## src/rtl/fetch_unit.sv

```systemverilog
// Instruction fetch stage: owns the fetch PC, issues one word read at a time
// to instruction memory and buffers returned words in a small circular queue
// that feeds decode over a valid/ready handshake. A redirect from execute
// flushes the queue and restarts fetch; an in-flight read is drained first.
module fetch_unit #(
    parameter logic [31:0] RESET_PC = 32'h0000_0000,
    parameter int unsigned QDEPTH   = 2
) (
    input  logic        clock,
    input  logic        reset,
    output logic        imem_req,
    output logic [31:0] imem_addr,
    input  logic        imem_ack,
    input  logic [31:0] imem_rdata,
    output logic        inst_valid,
    input  logic        inst_ready,
    output logic [31:0] inst_out,
    output logic [31:0] inst_pc,
    input  logic        redirect,
    input  logic [31:0] redirect_pc
);

    localparam int unsigned PW = (QDEPTH > 1) ? $clog2(QDEPTH) : 1;
    localparam int unsigned CW = $clog2(QDEPTH + 1);
    localparam logic [CW-1:0] QD = CW'(QDEPTH);

    typedef enum logic {
        S_IDLE,
        S_REQ
    } state_t;

    state_t        r_state;
    logic [31:0]   r_fetch_pc;
    logic          r_drain;
    logic          r_req;
    logic [31:0]   r_addr;
    logic [PW-1:0] r_head;
    logic [PW-1:0] r_tail;
    logic [CW-1:0] r_count;
    logic [31:0]   r_q_pc   [QDEPTH];
    logic [31:0]   r_q_inst [QDEPTH];
    logic          r_valid;
    logic [31:0]   r_out;
    logic [31:0]   r_pc;

    logic          w_pop;
    logic          w_push;
    logic [CW-1:0] w_count_pop;
    logic [CW-1:0] w_count_nxt;
    logic [PW-1:0] w_head_nxt;
    logic [31:0]   w_fetch_pc_inc;
    logic [31:0]   w_redirect_pc;
    logic [31:0]   w_nxt_pc;
    logic [31:0]   w_nxt_inst;

    // Queue bookkeeping and the head entry that will be visible next cycle.
    // When the queue drains to empty on a push, the pushed word bypasses
    // storage into the output registers so ack-to-valid stays one cycle.
    always_comb begin
        w_pop          = r_valid & inst_ready & ~redirect;
        w_push         = (r_state == S_REQ) & imem_ack & ~r_drain & ~redirect;
        w_count_pop    = r_count - CW'(w_pop);
        w_count_nxt    = w_count_pop + CW'(w_push);
        w_head_nxt     = w_pop ? r_head + PW'(1) : r_head;
        w_fetch_pc_inc = r_fetch_pc + 32'd4;
        w_redirect_pc  = {redirect_pc[31:2], 2'b00};
        w_nxt_pc       = r_q_pc[w_head_nxt];
        w_nxt_inst     = r_q_inst[w_head_nxt];
        if (w_count_pop == '0) begin
            w_nxt_pc   = r_fetch_pc;
            w_nxt_inst = imem_rdata;
        end
    end

    // Queue storage; contents are qualified by the count so need no reset.
    always_ff @(posedge clock) begin
        if (!reset && w_push) begin
            r_q_pc[r_tail]   <= r_fetch_pc;
            r_q_inst[r_tail] <= imem_rdata;
        end
    end

    // Fetch FSM, queue pointers and registered decode-side outputs.
    always_ff @(posedge clock) begin
        if (reset) begin
            r_state    <= S_IDLE;
            r_fetch_pc <= RESET_PC;
            r_drain    <= 1'b0;
            r_req      <= 1'b0;
            r_addr     <= RESET_PC;
            r_head     <= '0;
            r_tail     <= '0;
            r_count    <= '0;
            r_valid    <= 1'b0;
            r_out      <= '0;
            r_pc       <= '0;
        end else begin
            if (redirect) begin
                r_head  <= '0;
                r_tail  <= '0;
                r_count <= '0;
                r_valid <= 1'b0;
            end else begin
                r_head  <= w_head_nxt;
                r_count <= w_count_nxt;
                r_valid <= (w_count_nxt != '0);
                if (w_push) begin
                    r_tail <= r_tail + PW'(1);
                end
                if (w_count_nxt != '0) begin
                    r_pc  <= w_nxt_pc;
                    r_out <= w_nxt_inst;
                end
            end

            case (r_state)
                S_IDLE: begin
                    if (redirect) begin
                        r_fetch_pc <= w_redirect_pc;
                    end else if (w_count_pop < QD) begin
                        r_state <= S_REQ;
                        r_req   <= 1'b1;
                        r_addr  <= r_fetch_pc;
                    end
                end
                S_REQ: begin
                    if (redirect) begin
                        r_fetch_pc <= w_redirect_pc;
                        if (imem_ack) begin
                            // Read completes now: drop its data, nothing left to drain.
                            r_state <= S_IDLE;
                            r_req   <= 1'b0;
                            r_drain <= 1'b0;
                        end else begin
                            // Keep the stale read alive with its old address until acked.
                            r_drain <= 1'b1;
                        end
                    end else if (imem_ack) begin
                        if (r_drain) begin
                            r_drain <= 1'b0;
                            if (w_count_pop < QD) begin
                                r_addr <= r_fetch_pc;
                            end else begin
                                r_state <= S_IDLE;
                                r_req   <= 1'b0;
                            end
                        end else begin
                            r_fetch_pc <= w_fetch_pc_inc;
                            if (w_count_nxt < QD) begin
                                r_addr <= w_fetch_pc_inc;
                            end else begin
                                r_state <= S_IDLE;
                                r_req   <= 1'b0;
                            end
                        end
                    end
                end
                default: r_state <= S_IDLE;
            endcase
        end
    end

    assign imem_req   = r_req;
    assign imem_addr  = r_addr;
    assign inst_valid = r_valid;
    assign inst_out   = r_out;
    assign inst_pc    = r_pc;

endmodule

```

## config.mk

```make
export PLATFORM = sky130hd
export DESIGN_NAME = fetch_unit
export DESIGN_NICKNAME = d
export VERILOG_FILES = /design/src/rtl/fetch_unit.sv
export SDC_FILE = /design/constraint.sdc
export NUM_CORES = 1
export LEC_CHECK = 0
export CORE_AREA = 2 2 150 188
export DETAILED_ROUTE_END_ITERATION = 16
export DIE_AREA = 0 0 152 190
export GPL_TIMING_DRIVEN = 0
export PLACE_DENSITY = 0.61
export SYNTH_ARGS = -nofsm -noshare
export SYNTH_HDL_FRONTEND = slang
export SYNTH_SLANG_ARGS = --single-unit
```

## constraint.sdc

```tcl
create_clock -name clock -period 13.37 [get_ports clock]
set_input_delay 3.3425 -clock clock [delete_from_list [all_inputs] [get_ports clock]]
set_output_delay 3.3425 -clock clock [all_outputs]
set_load 0.05 [all_outputs]
```

==> metrics.cfg, run 1 <==
[placement]
preCtsSetupSlack_ns = 5.67
numPortBuffers = 162
dp_hpwl_mm = 24.1
place_area_sq_mm = 0.0129
gp_congestion = 0.918
post-place-cells = 1565

[global_routing]
grt_pass1_wl_mm = 50.9
antenna_found_initial = 0
grt_usage = 0.223
grt_max_degree = 16
first_global_vias = 8986
globalRouteOverflowTotal = 0

[cts]
post-cts-setup-buffers = 0
cts_tree = yes
ctsHoldBuffers = 0
clock-root-buffer = clkbuf_16
insertion_delay_ns = 0.53
cts_num_sinks = 256
post_cts_resized = 0
cts_buffers = 26
clk_path_buf_depth = 3
htreeDepth = 1
clk_pin_slew_ns = 0.06

[logic_synthesis]
synth_area_leaders = edfxtp_1 35%, dfxtp_1 25%, nand2_1 5.9%, a31oi_1 4.3%, nor2_1 2.9%
synth-edff-count = 124
synthCells = 1033
synth_top_cell_area_share = 0.349
ys_async_sr_fraction = 0
ys_warn_count = 0
ys_types = 59
synth_top_area_cell = edfxtp_1
synthesis.area_sq_mm = 0.0107
synthFlopType = dfxtp_1
ys_seq_area_frac = 0.597
avgSynthCellArea_sq_um = 10.3
synth_seq_cells = 256

[sta]
slew_viol_final = 0
clock_skew_ns = 0.00997
period_share = 0.535
setup_viol = 0
tightestPinTransition_ns = 1.30
rsz0062_at_grt = no
final-hold-violation-count = 0
setup_slack_ns = 6.22
holdWs_ns = 0.450
period_minus_slack_ns = 7.15
clock.fmax_mhz = 140
slew_headroom = 0.129

[die]
die_area_sq_mm = 0.0289
dieWidth_um = 152
coreArea_sq_mm = 0.0273
die-height_um = 190
start_util = 0.391
rows = 68
pin_count = 167

[final_layout]
fin_nets = 1315
num_antenna_cells = 0
stdcell_count = 1613
synthToLayoutAreaGrowth_pct = 28.8
final_cell_area_sq_mm = 0.0137
drive_above_1_share = 0.0546

[critical_path]
r2r_slack_ns = 9.52
startpoint_type = input pin
cp.arrival_ns = 7.62
end_kind = flip-flop
critPathKind = input pin to flip-flop
cp_max_fo = 10
required_ns = 13.84

[detailed_routing]
drc = 0
avgRoutedWirePerCell_um = 20.7
vias = 9097
drt-initial-drc-count = 776
final_antenna_net_count = 0
vias_per_cell = 5.64
drtPass1Iterations = 7
routed_wl_mm = 33.3

[outcome]
status = completed

[pwr]
power_frac_seq = 0.479
power_density_mw_per_mm2 = 132
ir_worst_vdd_mv = 0.0765
p_int_mw = 1.34
p_sw_frac = 0.257
p_switching_uw = 466
pwr-share-clk = 0.401
leakage_nw = 4.70
pwr-share-comb = 0.120

[min_path]
hold_path_class = flip-flop to flip-flop

[flow_run]
drv_cap = 0

layout by cell type, fill, tap and decap left out, types with 4 or more instances in the layout:
master,synthesis,layout
a22oi_1,9,9
o21ai_0,41,41
and2_1,6,6
o32ai_1,5,5
nor2_1,82,82
and3_1,8,8
clkdlybuf4s50_1,0,162
nand3_1,14,14
clkbuf_16,0,27
buf_4,2,20
or3_1,5,5
buf_1,4,4
nor3_1,21,21
a211oi_1,16,16
nand4_1,13,13
or4_1,4,4
a21oi_1,36,36
a31oi_1,73,73
a22o_1,35,35
a311oi_1,7,7
o221ai_1,30,30
inv_1,12,12
nand2_1,167,167
and4_1,9,9
edfxtp_1,124,124
nor4_1,12,11
xnor2_1,20,20
dfxtp_1,132,132
clkbuf_1,79,89
nor2b_1,4,4
a2bb2oi_1,5,5
buf_2,5,5
o41ai_1,4,4
xor2_1,8,8
cells by family after synthesis:
kind of cell    synth area share
simple gates               0.154
compound gates             0.182
flops                      0.597
buf+inv                   0.0380
xor+xnor                  0.0251
fa+ha+maj                0.00352
other cells             0.000352
mux                     0.000938
flip-flops by register name (all words and copies together) (netlist names):
register	count
r_head	1
r_state	1
r_q_pc	60
imem_addr	32
inst_out	32
r_q_inst	64
r_fetch_pc	30
inst_pc	30
inst_valid	1
r_count	2
r_drain	1
r_tail	1
imem_req	1
Yosys cell counts (2+ instances only):
master and count:
a32oi_1 2, nand4_1 13, a31oi_1 73, nand2b_1 2, o21ai_0 41, or3_1 5, nor4b_1 2, edfxtp_1 124
nand3_1 14, a2bb2oi_1 5, o211ai_1 2, buf_1 4, o21a_1 3, o31ai_1 3, a211o_1 2, and2_1 6
and4_1 9, ha_1 3, inv_1 12, a211oi_1 16, nand3b_1 2, nor2_1 82, a311oi_1 7, o221ai_1 30
a21oi_1 36, a22o_1 35, nor3b_1 3, buf_2 5, o41ai_1 4, and3_1 8, xor2_1 8, or4_1 4
a22oi_1 9, buf_4 2, nand2_1 167, clkbuf_1 79, xnor2_1 20, dfxtp_1 132, o32ai_1 5, nor4_1 12
nor2b_1 4, nor3_1 21
critical path, cell delays in order:
cell and delay [ns]:
clkdlybuf4s50_1 0.61, clkbuf_1 0.41, buf_1 0.48, nor2_1 0.12, ha_1 0.24, xnor3_1 0.44
nor2b_1 0.27, nor2_1 0.08, clkbuf_1 0.32, nor2_1 0.54, clkbuf_1 0.52, a22o_1 0.23
cell type report:
type / instances / area, sq um
multi-input combinational: 674 / 3910
fill: 2494 / 13600
inverter: 13 / 48.8
clock buffer: 39 / 741
buffer: 91 / 357
clock inverter: 9 / 110
timing repair buffer: 181 / 1770
tap: 350 / 438
sequential: 256 / 6370
final timing paths:
| kind | from | to | cells past startpoint |
|---|---|---|---|
| worst max-delay path | redirect | inst_pc[31] | 12 |
| worst min-delay path | r_fetch_pc[6] | r_q_pc[1][6] | 0 |
| worst max register to register | r_state | inst_pc[31] | 11 |
| worst min register to register | r_fetch_pc[6] | r_q_pc[1][6] | 0 |
through the flow:
step                      TNS (ns)  total power [mW]   util
after floorplan                  0              1.01      -
after global placement     -248.84              1.10  0.466
after detailed placement         0              1.10  0.472
after CTS                        0              1.82  0.503
after global routing             0              1.87  0.503
final                            0              1.81  0.503
routing by layer:
layer | part of all wire | track usage
met1 | 0.42 | 0.285
met2 | 0.49 | 0.390
met3 | 0.062 | 0.0292
met4 | 0.030 | 0.0737
met5 | 0 | 0
power groups by stage:
stage          Sequential (mW)  Combinational (mW)  Clock, mW
2_1_floorplan            0.925              0.0812          0
3_3_place_gp             0.884               0.214          0
3_5_place_dp             0.883               0.215          0
4_1_cts                  0.867               0.217      0.740
5_1_grt                  0.870               0.231      0.769
6_report                 0.867               0.218      0.726
Power figures use the tool's default switching activity.
==> run 2: changes to the inputs <==
==> constraint.sdc (replaced) <==
create_clock -name clock -period 6.6 [get_ports clock]
set_input_delay 1.65 -clock clock [delete_from_list [all_inputs] [get_ports clock]]
set_output_delay 1.65 -clock clock [all_outputs]
set_load 0.05 [all_outputs]
==> run 2 against run 1 <==
Against the previous run: design area is 0.16% higher; via count rose by 0.20%; hold slack worse by 0.0075 ns; first-iteration DRC count is 9.7% lower; critical path depth stayed put; sequential power rose by 100%; count of clock-buffer cells in the layout is 4 lower; core utilization rose by 0.083 points; sequential share of layout area decreased by 0.076 points; worst setup slack lost 5.1 ns; cell count is 0.56% lower; combinational power rose by 100%.
==> metrics.cfg, run 2 (same netlist as run 1, synthesis figures left out) <==
[critical_path]
required_ns = 7.07
slowest_stage = clkdlybuf4s50_1
cp_cell_sequence = clkdlybuf4s50_1 > clkbuf_1 > buf_1 > nor2_1 > ha_1 > xnor3_1 > nor2b_1 > nor2_1 > clkbuf_1 > nor2_1 > clkbuf_1 > a22o_1
cp.arrival_ns = 5.98
cp_max_fo = 10
end_kind = flip-flop
slowest_delay_ns = 0.62
critPathKind = input pin to flip-flop
startpoint_type = input pin

[sta]
clock_skew_ns = 0.00890
setup_viol = 0
clock.fmax_mhz = 182
period_share = 0.834
holdWs_ns = 0.442
tightestPinTransition_ns = 1.12
slew_viol_final = 0
final-hold-violation-count = 0
rsz0062_at_grt = no
period_minus_slack_ns = 5.50
slew_headroom = 0.244

[global_routing]
first_global_vias = 8977
grt_pass1_wl_mm = 51.3
antenna_found_initial = 0
globalRouteOverflowTotal = 0
grt_usage = 0.224
grt_max_degree = 16

[detailed_routing]
drtPass1Iterations = 6
drc = 0
drt-initial-drc-count = 701
routed_wl_mm = 33.3
avgRoutedWirePerCell_um = 20.7
final_antenna_net_count = 0
vias = 9115
vias_per_cell = 5.68

[final_layout]
fill_cells = 2508
layout_common_cells = 167 x nand2_1, 162 x clkdlybuf4s50_1, 132 x dfxtp_1
seqCellArea_sq_mm = 0.00637
fin_nets = 1306
largest_registers = r_q_inst (64), r_q_pc (60)
drive_above_1_share = 0.0502
multiInputGateArea_sq_mm = 0.00393
synthToLayoutAreaGrowth_pct = 29.0
num_antenna_cells = 0
largest_reg_flops = 64
final_common_cell = nand2_1
stdcell_count = 1604
top_register = r_q_inst

[cts]
cts_num_sinks = 256
cts_tree = yes
post-cts-setup-buffers = 0
clk_pin_slew_ns = 0.06
insertion_delay_ns = 0.53
clock-root-buffer = clkbuf_16
post_cts_resized = 0
htreeDepth = 1
clk_path_buf_depth = 3
cts_buffers = 26
ctsHoldBuffers = 0

[die]
coreArea_sq_mm = 0.0273
die_area_sq_mm = 0.0289
dieWidth_um = 152
pin_count = 167
die-height_um = 190
rows = 68
start_util = 0.391

[pwr]
leakage_nw = 4.68
ir_worst_vdd_mv = 0.137
power_density_mw_per_mm2 = 268

[min_path]
hold_path_class = flip-flop to flip-flop

[placement]
numPortBuffers = 162
gp_congestion = 0.938
post-place-cells = 1556
dp_hpwl_mm = 23.9

[flow_run]
drv_cap = 0

[outcome]
status = completed

[run 2: power breakdown]
part           total (mW)  switching [mW]  internal [mW]
logic               0.442           0.288          0.154
clock network        1.49           0.611          0.879
registers            1.76          0.0429           1.71
[run 2: path summary, 6_finish.rpt]
kind	startpoint	end	slack, ns	cells past startpoint
hold reg to reg	r_fetch_pc[14]	r_q_pc[1][14]	0.44	0
setup reg to reg	r_state	inst_pc[29]	2.81	11
hold / removal	r_fetch_pc[14]	r_q_pc[1][14]	0.44	0
setup / recovery	redirect	inst_pc[29]	1.10	12
[run 2: final cells by class]
cell class                 count  share of cell area
clock inverter                13              0.0107
clock buffer                  35              0.0520
timing repair buffer         172               0.128
tap                          350              0.0318
multi-input combinational    674               0.286
buffer                        91              0.0259
sequential                   256               0.463
inverter                      13             0.00355
[run 2: metrics by stage]
step / instance area [sq um] / setup TNS (ns) / power, mW / worst slack (ns) / utilization
after floorplan: 10700 / 0 / 2.04 / 0.558 / -
after global placement: 12700 / -298.17 / 2.22 / -2.55 / 0.467
after detailed placement: 12900 / 0 / 2.23 / 0.469 / 0.472
after CTS: 13800 / 0 / 3.71 / 1.02 / 0.504
after global routing: 13800 / 0 / 3.81 / 0.663 / 0.504
final: 13800 / 0 / 3.69 / 1.10 / 0.504
[run 2: routing by layer]
metal	share of wire	up-vias	global-route usage
li1	-	4258	-
met5	0	-	0
met2	0.48	408	0.380
met3	0.063	83	0.0333
met1	0.42	4366	0.288
met4	0.036	0	0.0917
[run 2: worst max-delay path: cells and delay by family]
family                     cells  cell delay, ns
buffers and inverters          5            2.42
adders and majority gates      1            0.25
AOI/OAI and AO/OA              1            0.25
xor gates and xnor gates       1            0.41
and+or+nand+nor                4            0.98
==> run 3: changes to the inputs <==
--- a/config.mk
+++ b/config.mk
@@ -9,7 +9,7 @@
 export DETAILED_ROUTE_END_ITERATION = 16
 export DIE_AREA = 0 0 152 190
 export GPL_TIMING_DRIVEN = 0
-export PLACE_DENSITY = 0.61
+export PLACE_DENSITY = 0.63
 export SYNTH_ARGS = -nofsm -noshare
 export SYNTH_HDL_FRONTEND = slang
 export SYNTH_SLANG_ARGS = --single-unit
==> constraint.sdc (replaced) <==
create_clock -name clock -period 4.75 [get_ports clock]
set_input_delay 1.1875 -clock clock [delete_from_list [all_inputs] [get_ports clock]]
set_output_delay 1.1875 -clock clock [all_outputs]
set_load 0.05 [all_outputs]
==> run 3 against run 2 <==
Against the previous run: non-clock buffer count is 1 higher; first-iteration DRC count rose by 26%; sequential power grew 39%; register-to-register slack worse by 1.8 ns; sequential share of layout area barely moved; largest power group unchanged.
==> metrics.cfg, run 3 (same netlist as run 1, synthesis figures left out) <==
[outcome]
status = completed

[final_layout]
largest_registers = r_q_inst (64), r_q_pc (60)
layout_common_cells = 167 x nand2_1, 162 x clkdlybuf4s50_1, 132 x dfxtp_1
stdcell_count = 1605
fin_nets = 1307
num_antenna_cells = 0
drive_above_1_share = 0.0558
largest_reg_flops = 64
top_register = r_q_inst
final_common_cell = nand2_1
synthToLayoutAreaGrowth_pct = 29.0
fill_cells = 2463
final_cell_area_sq_mm = 0.0138

[flow_run]
drv_cap = 0

[placement]
gp_congestion = 0.938
place_area_sq_mm = 0.0129
numPortBuffers = 162
post-place-cells = 1557
dp_hpwl_mm = 23.8

[sta]
clock.fmax_mhz = 224
clock_skew_ns = 0.00961
rsz0062_at_grt = no
final-hold-violation-count = 0
holdWs_ns = 0.451
period_share = 0.940
slew_headroom = 0.356
period_minus_slack_ns = 4.46
setup_viol = 0
slew_viol_final = 0
tightestPinTransition_ns = 0.966

[detailed_routing]
drc = 0
drt-initial-drc-count = 883
vias_per_cell = 5.69
avgRoutedWirePerCell_um = 20.7
drtPass1Iterations = 5
routed_wl_mm = 33.3
final_antenna_net_count = 0
vias = 9130

[global_routing]
antenna_found_initial = 0
globalRouteOverflowTotal = 0
grt_pass1_wl_mm = 50.9
first_global_vias = 8848
grt_max_degree = 15
grt_usage = 0.223

[pwr]
power_mw = 5.07
power_density_mw_per_mm2 = 368
ir_worst_vdd_mv = 0.205
leakage_nw = 4.69

[cts]
htreeDepth = 1
clk_path_buf_depth = 3
cts_num_sinks = 256
insertion_delay_ns = 0.53
post-cts-setup-buffers = 0
cts_tree = yes
clock-root-buffer = clkbuf_16
cts_buffers = 26
clk_pin_slew_ns = 0.06

[min_path]
hold_path_class = flip-flop to flip-flop

[die]
die-height_um = 190
rows = 68
start_util = 0.391
pin_count = 167
coreArea_sq_mm = 0.0273
dieWidth_um = 152
die_area_sq_mm = 0.0289

[critical_path]
slowest_stage = o2bb2ai_1
startpoint_type = input pin
required_ns = 5.19
end_kind = flip-flop
slowest_delay_ns = 0.75
cp.arrival_ns = 4.90
cp_max_fo = 10
critPathKind = input pin to flip-flop
cp_cell_sequence = clkdlybuf4s50_1 > and3b_1 > clkbuf_1 > ha_1 > inv_1 > ha_1 > nor2b_1 > nand2_1 > o2bb2ai_1 > clkbuf_1 > o21ai_0 > a211oi_1

==> run 3: changes by cell type in the layout (fill, tap and decap cells not counted), sizes merged <==
| cell | previous run | this run |
|---|---|---|
| clkinv | 9 | 13 |
| clkbuf | 115 | 113 |
| buf | 21 | 22 |
| bufinv | 3 | 2 |
| clkinvlp | 2 | 1 |
==> run 3: metrics by stage <==
step | TNS, ns | worst slack [ns] | utilization
floorplan | 0 | 0.620 | -
CTS | 0 | 0.155 | 0.504
global placement | -203.09 | -1.53 | 0.467
finish | 0 | 0.286 | 0.504
detailed placement | -35.94 | -0.866 | 0.473
global route | 0 | 0.0924 | 0.504
==> run 3: layout make-up <==
cell class | instances | area, sq um | area share
clock inverters | 15 | 126 | 0.00918
clock buffers | 33 | 708 | 0.0515
flip-flops and latches | 256 | 6370 | 0.463
inverters | 13 | 48.8 | 0.00355
plain buffers | 91 | 363 | 0.0264
repair buffers | 173 | 1770 | 0.128
well taps | 350 | 438 | 0.0318
multi-input cells | 674 | 3940 | 0.287
==> run 3: report_power, final <==
part | switching, mW | total (mW) | leakage, nW | internal (mW)
combinational | 0.401 | 0.616 | 2.07 | 0.215
clock | 0.848 | 2.01 | 0.412 | 1.16
sequential | 0.0598 | 2.44 | 2.21 | 2.38
total | 1.31 | 5.07 | 4.69 | 3.76
==> run 3: final timing paths <==
kind                               startpoint       endpoint  slack [ns]  cells past startpoint
worst max-delay path                 redirect  imem_addr[30]        0.29                     12
worst min-delay path            r_fetch_pc[6]   r_q_pc[0][6]        0.45                      0
worst max register to register        r_state  imem_addr[30]        1.04                     10
worst min register to register  r_fetch_pc[6]   r_q_pc[0][6]        0.45                      0
==> run 3: critical path, delay by kind of cell <==
family                     cells  cell delay [ns]
AOI/OAI and AO/OA              3             1.12
adders and majority gates      2             0.44
buffers and inverters          4             1.39
and+or+nand+nor                3             0.76
==> run 3: timing repair <==
item                       CTS  global route
setup endpoints to repair   31            49
pin swaps                    0             0
resized for setup            4             7
hold buffers                 0             0
==> run 3: layer usage <==
layer / vias to the layer above / GRT usage / part of all wire
met1: 4370 / 0.288 / 0.41
met4: 0 / 0.0838 / 0.035
li1: 4270 / - / -
met5: - / 0 / 0
met2: 405 / 0.383 / 0.48
met3: 85 / 0.0303 / 0.066
